File: src/rtl/can_ctrl_mb_pkg.sv
// Shared definitions for the CAN mailbox controller: bus-state encoding,
// default DMA address constants and small elaboration helpers.
package can_ctrl_mb_pkg;

    typedef enum logic [2:0] {
        ST_IDLE     = 3'd0,
        ST_START_RX = 3'd1,
        ST_RX       = 3'd2,
        ST_START_TX = 3'd3,
        ST_TX       = 3'd4,
        ST_PAUSE    = 3'd5
    } bus_state_t;

    localparam int          FRAME_BITS       = 64;
    localparam int          DEF_ADDR_WIDTH   = 20;
    localparam logic [19:0] DEF_RX_BASE_ADDR = 20'hB0002;

    function automatic int max_int(input int a, input int b);
        return (a > b) ? a : b;
    endfunction

endpackage

File: src/rtl/can_rx_dma.sv
// One-frame receive buffer drained to the DMA port as 64/DATA_WIDTH words,
// most-significant word first, one outstanding write at a time.
module can_rx_dma
    import can_ctrl_mb_pkg::*;
#(
    parameter int                    DATA_WIDTH   = 32,
    parameter int                    ADDR_WIDTH   = DEF_ADDR_WIDTH,
    parameter logic [ADDR_WIDTH-1:0] RX_BASE_ADDR = ADDR_WIDTH'(DEF_RX_BASE_ADDR)
) (
    input  logic                  clk_i,
    input  logic                  rst_i,
    input  logic                  rx_frame_ready_i,
    input  logic [63:0]           rx_data_i,
    output logic [DATA_WIDTH-1:0] data_wr,
    output logic [ADDR_WIDTH-1:0] addr_wr,
    output logic                  wr_en,
    input  logic                  wr_done,
    input  logic                  wr_busy,
    output logic                  rx_overrun_o
);

    localparam int             NUM_WORDS = FRAME_BITS / DATA_WIDTH;
    localparam int             WW        = (NUM_WORDS > 1) ? $clog2(NUM_WORDS) : 1;
    localparam logic [WW-1:0]  LAST_WORD = WW'(NUM_WORDS - 1);

    logic                  r_full;
    logic [63:0]           r_buf;
    logic [WW-1:0]         r_word;
    logic                  r_wr_en;
    logic [DATA_WIDTH-1:0] r_data_wr;
    logic [ADDR_WIDTH-1:0] r_addr_wr;
    logic                  r_overrun;

    logic                  w_word_done;
    logic                  w_free;
    logic [63:0]           w_shifted;
    logic [DATA_WIDTH-1:0] w_word;

    assign w_word_done = r_wr_en & wr_done;
    assign w_free      = w_word_done & (r_word == LAST_WORD);
    assign w_shifted   = r_buf << (int'(r_word) * DATA_WIDTH);
    assign w_word      = w_shifted[63 -: DATA_WIDTH];

    // NOTE: non-blocking assignments only, so every register here samples pre-edge values.
    always_ff @(posedge clk_i or negedge rst_i) begin
        if (!rst_i) begin
            r_full    <= 1'b0;
            r_buf     <= '0;
            r_word    <= '0;
            r_wr_en   <= 1'b0;
            r_data_wr <= '0;
            r_addr_wr <= '0;
            r_overrun <= 1'b0;
        end else begin
            r_overrun <= 1'b0;

            // A word is fully retired before the next one is presented.
            if (w_word_done) begin
                r_wr_en <= 1'b0;
                if (w_free) r_full <= 1'b0;
                else        r_word <= r_word + 1'b1;
            end else if (r_full && !r_wr_en && !wr_busy) begin
                r_wr_en   <= 1'b1;
                r_data_wr <= w_word;
                r_addr_wr <= RX_BASE_ADDR + ADDR_WIDTH'(r_word);
            end

            if (rx_frame_ready_i) begin
                if (!r_full || w_free) begin
                    r_buf  <= rx_data_i;
                    r_full <= 1'b1;
                    r_word <= '0;
                end else begin
                    r_overrun <= 1'b1;
                end
            end
        end
    end

    assign data_wr      = r_data_wr;
    assign addr_wr      = r_addr_wr;
    assign wr_en        = r_wr_en;
    assign rx_overrun_o = r_overrun;

endmodule

File: src/rtl/can_ctrl_mb.sv
// CAN controller core: transmit mailboxes with retry/backoff arbitration
// against a receive path, plus an independent receive-to-DMA sequencer.
module can_ctrl_mb
    import can_ctrl_mb_pkg::*;
#(
    parameter int                    NUM_MB       = 4,
    parameter int                    DATA_WIDTH   = 32,
    parameter int                    ADDR_WIDTH   = DEF_ADDR_WIDTH,
    parameter logic [ADDR_WIDTH-1:0] RX_BASE_ADDR = ADDR_WIDTH'(DEF_RX_BASE_ADDR),
    parameter int                    PAUSE_BITS   = 3,
    parameter int                    BACKOFF_BITS = 11,
    parameter int                    MAX_RETRY    = 15
) (
    input  logic                  clk_i,
    input  logic                  rst_i,
    input  logic                  bit_tick_i,
    input  logic [NUM_MB-1:0]     mb_load_i,
    input  logic [63:0]           mb_data_i,
    output logic [NUM_MB-1:0]     mb_pending_o,
    output logic [NUM_MB-1:0]     mb_done_o,
    output logic [NUM_MB-1:0]     mb_fail_o,
    output logic                  tx_start_o,
    output logic [63:0]           tx_data_o,
    input  logic                  tx_busy_i,
    input  logic                  tx_frame_sent_i,
    input  logic                  tx_lost_arb_i,
    input  logic                  tx_ack_i,
    output logic                  rx_start_o,
    input  logic                  rx_busy_i,
    input  logic                  rx_frame_ready_i,
    input  logic [63:0]           rx_data_i,
    output logic [DATA_WIDTH-1:0] data_wr,
    output logic [ADDR_WIDTH-1:0] addr_wr,
    output logic                  wr_en,
    input  logic                  wr_done,
    input  logic                  wr_busy,
    output logic                  rx_overrun_o,
    output logic [2:0]            state_o
);

    localparam int             AW          = (NUM_MB > 1) ? $clog2(NUM_MB) : 1;
    localparam int             RW          = $clog2(MAX_RETRY + 1);
    localparam int             PW          = $clog2(max_int(PAUSE_BITS, BACKOFF_BITS) + 1);
    localparam logic [PW-1:0]  PAUSE_LEN   = PW'(PAUSE_BITS);
    localparam logic [PW-1:0]  BACKOFF_LEN = PW'(BACKOFF_BITS);
    localparam logic [RW-1:0]  RETRY_LIMIT = RW'(MAX_RETRY);

    bus_state_t        r_state;
    logic              r_tx_start;
    logic              r_rx_start;
    logic [AW-1:0]     r_active;
    logic [63:0]       r_tx_data;
    logic [NUM_MB-1:0] r_pending;
    logic [NUM_MB-1:0] r_done;
    logic [NUM_MB-1:0] r_fail;
    logic [63:0]       r_mb_data [NUM_MB];
    logic [RW-1:0]     r_retry   [NUM_MB];
    logic [PW-1:0]     r_pause_cnt;
    logic [PW-1:0]     r_pause_len;
    logic              r_tick_seen;

    logic [AW-1:0]     w_next_mb;
    logic              w_any_pending;
    logic              w_lock;
    logic [63:0]       w_next_data;
    logic [RW-1:0]     w_retry_inc;
    logic [PW-1:0]     w_pause_inc;

    // NOTE: w_next_mb gets its default before the loop so no path leaves it unassigned (no latch).
    always_comb begin
        w_next_mb = '0;
        for (int k = NUM_MB - 1; k >= 0; k--) begin
            if (r_pending[k]) w_next_mb = AW'(k);
        end
    end

    assign w_any_pending = |r_pending;
    assign w_lock        = (r_state == ST_START_TX) || (r_state == ST_TX);
    // A load landing on the selected mailbox in the selection cycle is what gets sent.
    assign w_next_data   = mb_load_i[w_next_mb] ? mb_data_i : r_mb_data[w_next_mb];
    assign w_retry_inc   = r_retry[r_active] + 1'b1;
    assign w_pause_inc   = r_pause_cnt + 1'b1;

    always_ff @(posedge clk_i or negedge rst_i) begin
        if (!rst_i) begin
            r_state     <= ST_IDLE;
            r_tx_start  <= 1'b0;
            r_rx_start  <= 1'b0;
            r_active    <= '0;
            r_tx_data   <= '0;
            r_pending   <= '0;
            r_done      <= '0;
            r_fail      <= '0;
            r_pause_cnt <= '0;
            r_pause_len <= '0;
            r_tick_seen <= 1'b0;
            // NOTE: mailbox storage is reset on purpose: stale payloads must not survive a reset.
            for (int k = 0; k < NUM_MB; k++) begin
                r_mb_data[k] <= '0;
                r_retry[k]   <= '0;
            end
        end else begin
            r_done <= '0;
            r_fail <= '0;

            for (int k = 0; k < NUM_MB; k++) begin
                if (mb_load_i[k] && !(w_lock && r_active == AW'(k))) begin
                    r_mb_data[k] <= mb_data_i;
                    r_pending[k] <= 1'b1;
                    r_retry[k]   <= '0;
                end
            end

            case (r_state)
                ST_IDLE: begin
                    if (w_any_pending) begin
                        r_state     <= ST_START_TX;
                        r_tx_start  <= 1'b1;
                        r_active    <= w_next_mb;
                        r_tx_data   <= w_next_data;
                        r_tick_seen <= 1'b0;
                    end else begin
                        r_state    <= ST_START_RX;
                        r_rx_start <= 1'b1;
                    end
                end
                ST_START_RX: begin
                    if (rx_busy_i) begin
                        r_state <= ST_RX;
                    end else begin
                        r_state    <= ST_IDLE;
                        r_rx_start <= 1'b0;
                    end
                end
                ST_RX: begin
                    if (!rx_busy_i) begin
                        r_rx_start  <= 1'b0;
                        r_state     <= ST_PAUSE;
                        r_pause_cnt <= '0;
                        r_pause_len <= PAUSE_LEN;
                    end
                end
                ST_START_TX: begin
                    // Give the transmitter two bit times to respond before backing out.
                    if (tx_busy_i) begin
                        r_state <= ST_TX;
                    end else if (bit_tick_i) begin
                        if (r_tick_seen) begin
                            r_state    <= ST_IDLE;
                            r_tx_start <= 1'b0;
                        end else begin
                            r_tick_seen <= 1'b1;
                        end
                    end
                end
                ST_TX: begin
                    if (tx_frame_sent_i && tx_ack_i) begin
                        r_pending[r_active] <= 1'b0;
                        r_retry[r_active]   <= '0;
                        r_done[r_active]    <= 1'b1;
                        r_tx_start          <= 1'b0;
                        r_state             <= ST_PAUSE;
                        r_pause_cnt         <= '0;
                        r_pause_len         <= PAUSE_LEN;
                    end else if (tx_lost_arb_i || tx_frame_sent_i) begin
                        r_tx_start  <= 1'b0;
                        r_state     <= ST_PAUSE;
                        r_pause_cnt <= '0;
                        r_pause_len <= BACKOFF_LEN;
                        if (w_retry_inc == RETRY_LIMIT) begin
                            r_pending[r_active] <= 1'b0;
                            r_fail[r_active]    <= 1'b1;
                            r_retry[r_active]   <= '0;
                        end else begin
                            r_retry[r_active] <= w_retry_inc;
                        end
                    end
                end
                ST_PAUSE: begin
                    if (bit_tick_i) begin
                        r_pause_cnt <= w_pause_inc;
                        if (w_pause_inc == r_pause_len) r_state <= ST_IDLE;
                    end
                end
                default: r_state <= ST_IDLE;
            endcase
        end
    end

    assign mb_pending_o = r_pending;
    assign mb_done_o    = r_done;
    assign mb_fail_o    = r_fail;
    assign tx_start_o   = r_tx_start;
    assign tx_data_o    = r_tx_data;
    assign rx_start_o   = r_rx_start;
    assign state_o      = r_state;

    can_rx_dma #(
        .DATA_WIDTH   (DATA_WIDTH),
        .ADDR_WIDTH   (ADDR_WIDTH),
        .RX_BASE_ADDR (RX_BASE_ADDR)
    ) u_rx_dma (
        .clk_i            (clk_i),
        .rst_i            (rst_i),
        .rx_frame_ready_i (rx_frame_ready_i),
        .rx_data_i        (rx_data_i),
        .data_wr          (data_wr),
        .addr_wr          (addr_wr),
        .wr_en            (wr_en),
        .wr_done          (wr_done),
        .wr_busy          (wr_busy),
        .rx_overrun_o     (rx_overrun_o)
    );

endmodule

File: config.mk
export PLATFORM = sky130hd
export DESIGN_NAME = can_ctrl_mb
export DESIGN_NICKNAME = d
export VERILOG_FILES = /design/src/rtl/can_ctrl_mb_pkg.sv /design/src/rtl/can_rx_dma.sv /design/src/rtl/can_ctrl_mb.sv
export SDC_FILE = /design/constraint.sdc
export NUM_CORES = 1
export LEC_CHECK = 0
export BUFFER_PORTS_ARGS = -buffer_cell sky130_fd_sc_hd__buf_2
export CAP_MARGIN = 20
export CORE_UTILIZATION = 54
export CTS_BUF_LIST = sky130_fd_sc_hd__clkbuf_4 sky130_fd_sc_hd__clkbuf_8
export DETAILED_ROUTE_END_ITERATION = 8
export GPL_ROUTABILITY_DRIVEN = 1
export GPL_TIMING_DRIVEN = 1
export PLACE_DENSITY = 0.79
export SETUP_SLACK_MARGIN = 0.02
export SLEW_MARGIN = 0
export SYNTH_ARGS = -nofsm -noshare
export SYNTH_HDL_FRONTEND = slang
export SYNTH_HIERARCHICAL = 1
export SYNTH_SLANG_ARGS = --single-unit
File: constraint.sdc
create_clock -name clk_i -period 2.3 [get_ports clk_i]
set_clock_uncertainty 0.1 [all_clocks]
set_input_delay 0.115 -clock clk_i [delete_from_list [all_inputs] [get_ports clk_i]]
set_output_delay 0.115 -clock clk_i [all_outputs]
set_load 0.05 [all_outputs]
==> out/results.ini, run 1 <==
[setup_path]
cp-end-kind = flop
path_class = reg2reg
path_delay_family = multiplexers
path_depth = 7
crit_required_ps = 2690
endpoint = tx_data_o[44]
path_common_cell = buf_12
r2r_end = tx_data_o[44]
timing.rr.start = mb_pending_o[2]
slowest_stage = mux4_4
cp_cell_sequence = nand2b_4 > a21oi_4 > mux4_4 > buf_12 > buf_12 > mux2i_1 > a21oi_1
reg2reg_depth = 7
cp.arrival_ps = 2670
crit_path_start_kind = flop
path_buf_inv = 2
cp_max_fo = 11
slowest_delay_ps = 670
ff2ff_setup_slack_ps = 20
crit_path_start = mb_pending_o[2]

[global_routing]
grt_first_pass_wirelength_um = 79090
grt_pass1_vias = 14772
overflow = 0
grt_max_degree = 76
antenna_found_initial = 2
grt_usage = 0.2643

[sta]
fin_setup_tns_ps = 0
layout_min_cycle_time_ps = 2282
setup_viol = 0
rsz0062_at_grt = true
final_max_slew_viol_count = 0
hold_viol = 0
fin_crit_sh = 0.9923
fmax_mhz = 438.2
slew_headroom = 0.5727
tightest_slew_ps = 641.0

[clock_tree]
htreeDepth = 3
cts_root_buf = clkbuf_8
worstSkewPairLatency_ps = 640
clock-sinks = 464
numCtsBuffers = 78
clk_pin_slew_ps = 60
cts.path.max_buffers = 3
cts_tree = built

[final_layout]
nFillCells = 2360
area_growth_pct = 26.88
nNetsFinal = 2045
layout_commonest_cell = dfrtp_1
drive_gt1_frac = 0.4405
final_util = 0.7029
final_cell_mix = dfrtp_1, mux2_2, buf_2

[logic_synthesis]
synthFlopType = dfrtp_1
synth-xor-area-share = 0.001715
synth_top_cell_by_area = dfrtp_1
netlist_area_mm2 = 0.02043
synth_seq_cells = 464
synthArstFlopShare = 1.000
yosys.area_share.simple = 0.04196
synth_top_cell_area_share = 0.5684
yosysSeqAreaShare = 0.5684
synth-edff-count = 0
yosys-top-cells-area = dfrtp_1, mux2_2, mux4_2, mux2i_1, mux2_1
synthAdderAreaFrac = 0.001838
avgSynthCellArea_um2 = 14.33
synth_compound_area_frac = 0.04888
syn-instance-count = 1425
ys.warnings.count = 6
ys_types = 59
synth_top_family_by_area = multiplexers
muxShareOfSynthArea = 0.3017

[floorplanning]
initial_core_util = 0.5540
fp.coreArea_mm2 = 0.03687
die_w_um = 196.5
io-pin-count = 278
chipHeight_um = 196.5
rows = 70
dieArea_mm2 = 0.03861

[placement]
numPortBuffers = 262
detailed_place_hpwl_um = 30240
place.gp.congestion = 0.8376

[drt]
via_per_inst = 5.606
wl_per_cell_um = 20.59
drt_wl_total_um = 50700
dr.pass1.iters = 5
postRouteAntennaNets = 0
vias = 13808
drtIter0Drc = 723
drc = 0

[power_and_ir_drop]
power_density_mw_per_mm2 = 1248
power_leakage_nw = 11.43
p_total_mw = 32.34
ir_worst_vdd_uv = 1064

[hold_path]
hp-class = in2async

[outcome]
status = finished, final reports clean

[job]
maxCapViolCount = 0

==> worst min path at each step <==
stage / from / endpoint / slack (ps) / cells past startpoint
after floorplan: rst_i / mb_done_o[0] / -280 / 0
after global placement: rst_i / mb_fail_o[1] / -30 / 1
after detailed placement: rst_i / mb_fail_o[1] / -20 / 1
after CTS: rst_i / r_mb_data[137] / 70 / 3
after global routing: rst_i / r_mb_data[8] / 100 / 3
final: rst_i / r_mb_data[72] / 100 / 3
==> per-layer routing <==
layer	vias to the layer above	wire length, um	track usage
li1	6114	-	-
met1	7144	21120	0.3431
met2	460	25260	0.4463
met3	90	3061	0.05356
met4	0	1260	0.08825
met5	-	0	0
==> final cells by class <==
type                            instances  area [um^2]  share of cell area
Antenna cell                            2        5.005           0.0001931
Clock buffer                          126         1540             0.05943
Clock inverter                         12        87.58            0.003379
Inverter                               12        45.04            0.001738
Multi-Input combinational cell        857         8255              0.3185
Sequential cell                       464        11620              0.4483
Tap cell                              504        630.6             0.02433
Timing Repair Buffer                  486         3736              0.1441
==> power by group <==
part,switching (mW),total [mW],internal (mW)
logic,7.54,12.5,4.98
registers,1.53,12.3,10.7
clock network,3.30,7.55,4.25
==> worst register-to-register path: stages, from the launching register on <==
cell and delay [ps]:
dfrtp_2 410, nand2b_4 150, a21oi_4 160, mux4_4 670, buf_12 190, buf_12 170, mux2i_1 200, a21oi_1 100
==> cell families (layout without fill, tap and decap cells) <==
group	Yosys count	after routing
muxes	489	489
DFF	464	464
and+or+nand+nor	184	184
AOI/OAI and AO/OA	162	162
buffers and inverters	118	636
xor gates and xnor gates	4	4
adders and majority gates	3	3
other	1	17
==> Yosys cell counts, types with 5 or more instances <==
| cell | n |
|---|---|
| mux2_1 | 49 |
| nand3_1 | 7 |
| a21oi_1 | 107 |
| nand2_1 | 23 |
| nor2b_1 | 5 |
| mux2_2 | 274 |
| nand2b_1 | 5 |
| a22o_1 | 8 |
| clkbuf_1 | 18 |
| o21ai_0 | 9 |
| inv_1 | 12 |
| nor2_1 | 111 |
| buf_4 | 38 |
| dfrtp_1 | 464 |
| mux4_2 | 69 |
| buf_2 | 37 |
| and2_1 | 6 |
| mux2i_1 | 97 |
| buf_6 | 12 |
==> flip-flops by register name, indices dropped and copies added, names as in the netlist, 2 cells and up <==
| signal | cells |
|---|---|
| r_active | 2 |
| r_pause_cnt | 4 |
| u_rx_dma/r_buf | 64 |
| r_mb_data | 256 |
| mb_pending_o | 4 |
| tx_data_o | 64 |
| r_retry | 16 |
| state_o | 3 |
| mb_done_o | 4 |
| u_rx_dma/addr_wr | 2 |
| mb_fail_o | 4 |
| r_pause_len | 2 |
| u_rx_dma/data_wr | 32 |
==> through the flow <==
stage                     setup slack [ps]  hold WS (ps)  cells  area, um^2
after floorplan                      38.75        -280.6   1439       20480
after global placement               93.94        -25.45   2172       22660
after detailed placement             33.23        -24.98   2172       22660
after CTS                            21.89         71.52   2456       25760
after global routing                -28.24         98.07   2462       25920
final                                17.79         102.4   2463       25920
==> timing repair <==
| action | CTS | global route |
|---|---|---|
| hold buffers | 146 | 0 |
| hold endpoints to repair | 915 | 0 |
| setup buffers | 0 | 1 |
| endpoints found under the setup margin | 0 | 63 |
| gates resized for setup | 0 | 10 |
(Power assumes the default switching activity.)
==> inputs of run 2 (changes only) <==
PLACE_DENSITY = 0.83   (was 0.79)
==> run 2 against run 1 <==
Compared with the run above:
- the run now ends with negative setup slack left
- via count is 0.82% higher
- first-iteration DRC count is 8.3% lower
- setup slack worse by 47 ps
- sequential power hardly changed
- final area is 0.92% higher
- sequential share of layout area is 0.40 points lower
- flip-flop and latch count stayed put
- fmax is 2.0% lower
- largest cell class unchanged
- global-route usage is 1.0 points higher
- clock-buffer cell count is 4 lower
- hold slack better by 47 ps
==> out/results.ini, run 2 (synthesized netlist as in run 1, its figures left out) <==
[outcome]
status = finished with violations
violations = negative setup slack

[final_layout]
nFillCells = 2267  ; -3.9%
largest_reg_flops = 256  ; unchanged
top_register = r_mb_data
drive_gt1_frac = 0.4445  ; +0.004031
layout_commonest_cell = dfrtp_1
instances_no_fill = 2473  ; +0.41%
final_cell_mix = dfrtp_1, mux2_2, buf_2
area_growth_pct = 28.05
nNetsFinal = 2054  ; +0.44%
final_util = 0.7094  ; +0.006481

[clock_tree]
cts_root_buf = clkbuf_8
numCtsBuffers = 77  ; -1.3%
htreeDepth = 3  ; unchanged
worstSkewPairLatency_ps = 620  ; -20 ps
clock-sinks = 464  ; unchanged
cts_tree = built
clk_pin_slew_ps = 70  ; about the same
cts.path.max_buffers = 3  ; unchanged

[sta]
fmax_mhz = 429.4  ; -2.0%
layout_min_cycle_time_ps = 2329  ; +46.67 ps
slew_headroom = 0.5672  ; -0.005437
final_max_slew_viol_count = 0  ; unchanged
setup_viol = 3  ; +3
tightest_slew_ps = 649.2  ; +8.155 ps
rsz0062_at_grt = true
fin_crit_sh = 1.013  ; +0.02029
fin_ws_ps = -28.88  ; -46.67 ps
hold_viol = 0  ; unchanged

[global_routing]
grt_usage = 0.2745  ; +0.01021
grt_first_pass_wirelength_um = 82120  ; +3.8%
grt_max_degree = 69  ; -9.2%
overflow = 0  ; unchanged
antenna_found_initial = 6  ; +4
grt_pass1_vias = 15172  ; +2.7%

[floorplanning]
die_w_um = 196.5  ; unchanged
dieArea_mm2 = 0.03861  ; unchanged
rows = 70  ; unchanged
io-pin-count = 278  ; unchanged
initial_core_util = 0.5540  ; unchanged
chipHeight_um = 196.5  ; unchanged
fp.coreArea_mm2 = 0.03687  ; unchanged

[setup_path]
crit_path_start_kind = flop
cp.arrival_ps = 2770  ; +100 ps
reg2reg_depth = 7  ; unchanged
cp_max_fo = 7  ; -4
cp-end-kind = flop
path_class = reg2reg
crit_required_ps = 2740  ; +50 ps

[job]
maxCapViolCount = 0  ; unchanged

[power_and_ir_drop]
ir_worst_vdd_uv = 1011  ; -5.0%
power_density_mw_per_mm2 = 1249  ; about the same
power_leakage_nw = 11.52  ; +0.81%

[drt]
wl_per_cell_um = 21.21  ; +3.0%
vias = 13921  ; +0.82%
drt_wl_total_um = 52460  ; +3.5%
via_per_inst = 5.629  ; +0.41%
dr.pass1.iters = 5  ; unchanged
drtIter0Drc = 663  ; -8.3%
postRouteAntennaNets = 0  ; unchanged
drc = 0  ; unchanged

[placement]
numPortBuffers = 262  ; unchanged
place.gp.congestion = 0.8667  ; +3.5%
dp_cells = 2171  ; -0.046%
detailed_place_hpwl_um = 30290  ; +0.16%

[hold_path]
holdPathStages = 3
hp-class = in2reg

[run 2: changes by cell type in the layout (fill, tap and decap cells not counted), sizes merged, moves of 2 or more]
cell	change
bufinv	+2
buf	+8
diode	+3
clkbuf	-5
bufbuf	+2
[run 2: what timing repair did]
action / in CTS / in global routing
endpoints found under the hold margin: 914 / 0
pin swaps: 3 / 24
gates resized for setup: 6 / 20
endpoints found under the setup margin: 47 / 71
hold buffers: 146 / 0
setup buffers: 5 / 5
cloned: 3 / 3
[run 2: per-layer routing]
metal	global-route usage	up-vias	share of wire
li1	-	6140	-
met1	0.3441	7177	0.41
met2	0.4622	463	0.51
met3	0.05099	139	0.053
met4	0.1317	2	0.036
met5	0	-	0.00025
[run 2: cell type report]
cell class | count | area [um^2] | share of cell area
Antenna cell | 5 | 12.51 | 0.0004783
Clock buffer | 122 | 1491 | 0.05702
Clock inverter | 13 | 127.6 | 0.004879
Inverter | 12 | 45.04 | 0.001722
Multi-Input combinational cell | 857 | 8300 | 0.3173
Sequential cell | 464 | 11620 | 0.4442
Tap cell | 504 | 630.6 | 0.02411
Timing Repair Buffer | 496 | 3930 | 0.1502
[run 2: metrics by stage]
step	setup slack, ps	cell area [um^2]	total power [mW]	setup TNS [ps]	hold slack (ps)
6_report	-28.88	26160	32.66	-46.28	149.5
5_1_grt	-68.89	26160	34.20	-1175	132.0
4_1_cts	-0.2542	25930	32.31	-0.2542	92.83
3_5_place_dp	-74.37	22700	24.33	-1685	42.04
3_3_place_gp	14.87	22700	23.82	0	38.05
2_1_floorplan	38.75	20480	20.97	0	-280.6
[run 2: worst max-delay path: stages, from the launching register on]
cell      delay (ps)
dfrtp_2          400
nand2b_4         150
a21oi_4          150
mux4_4           730
buf_12           210
buf_12           160
mux2i_4          190
a21oi_2          170
[run 2: power breakdown]
| group | internal, mW | leakage (nW) | switching, mW |
|---|---|---|---|
| Combinational | 5.06 | 5.25 | 7.66 |
| Clock | 4.34 | 0.865 | 3.28 |
| Sequential | 10.7 | 5.41 | 1.59 |
[run 2: path summary, 6_finish.rpt]
kind	slack (ps)	from	to
max in group asynchronous	750	rst_i	u_rx_dma/r_buf[61]
hold reg to reg	390	u_rx_dma/r_buf[62]	u_rx_dma/r_buf[62]
setup reg to reg	-30	mb_pending_o[2]	tx_data_o[38]
setup / recovery	-30	mb_pending_o[2]	tx_data_o[38]
min in group asynchronous	490	rst_i	r_pause_len[1]
hold / removal	150	rx_data_i[10]	u_rx_dma/r_buf[10]
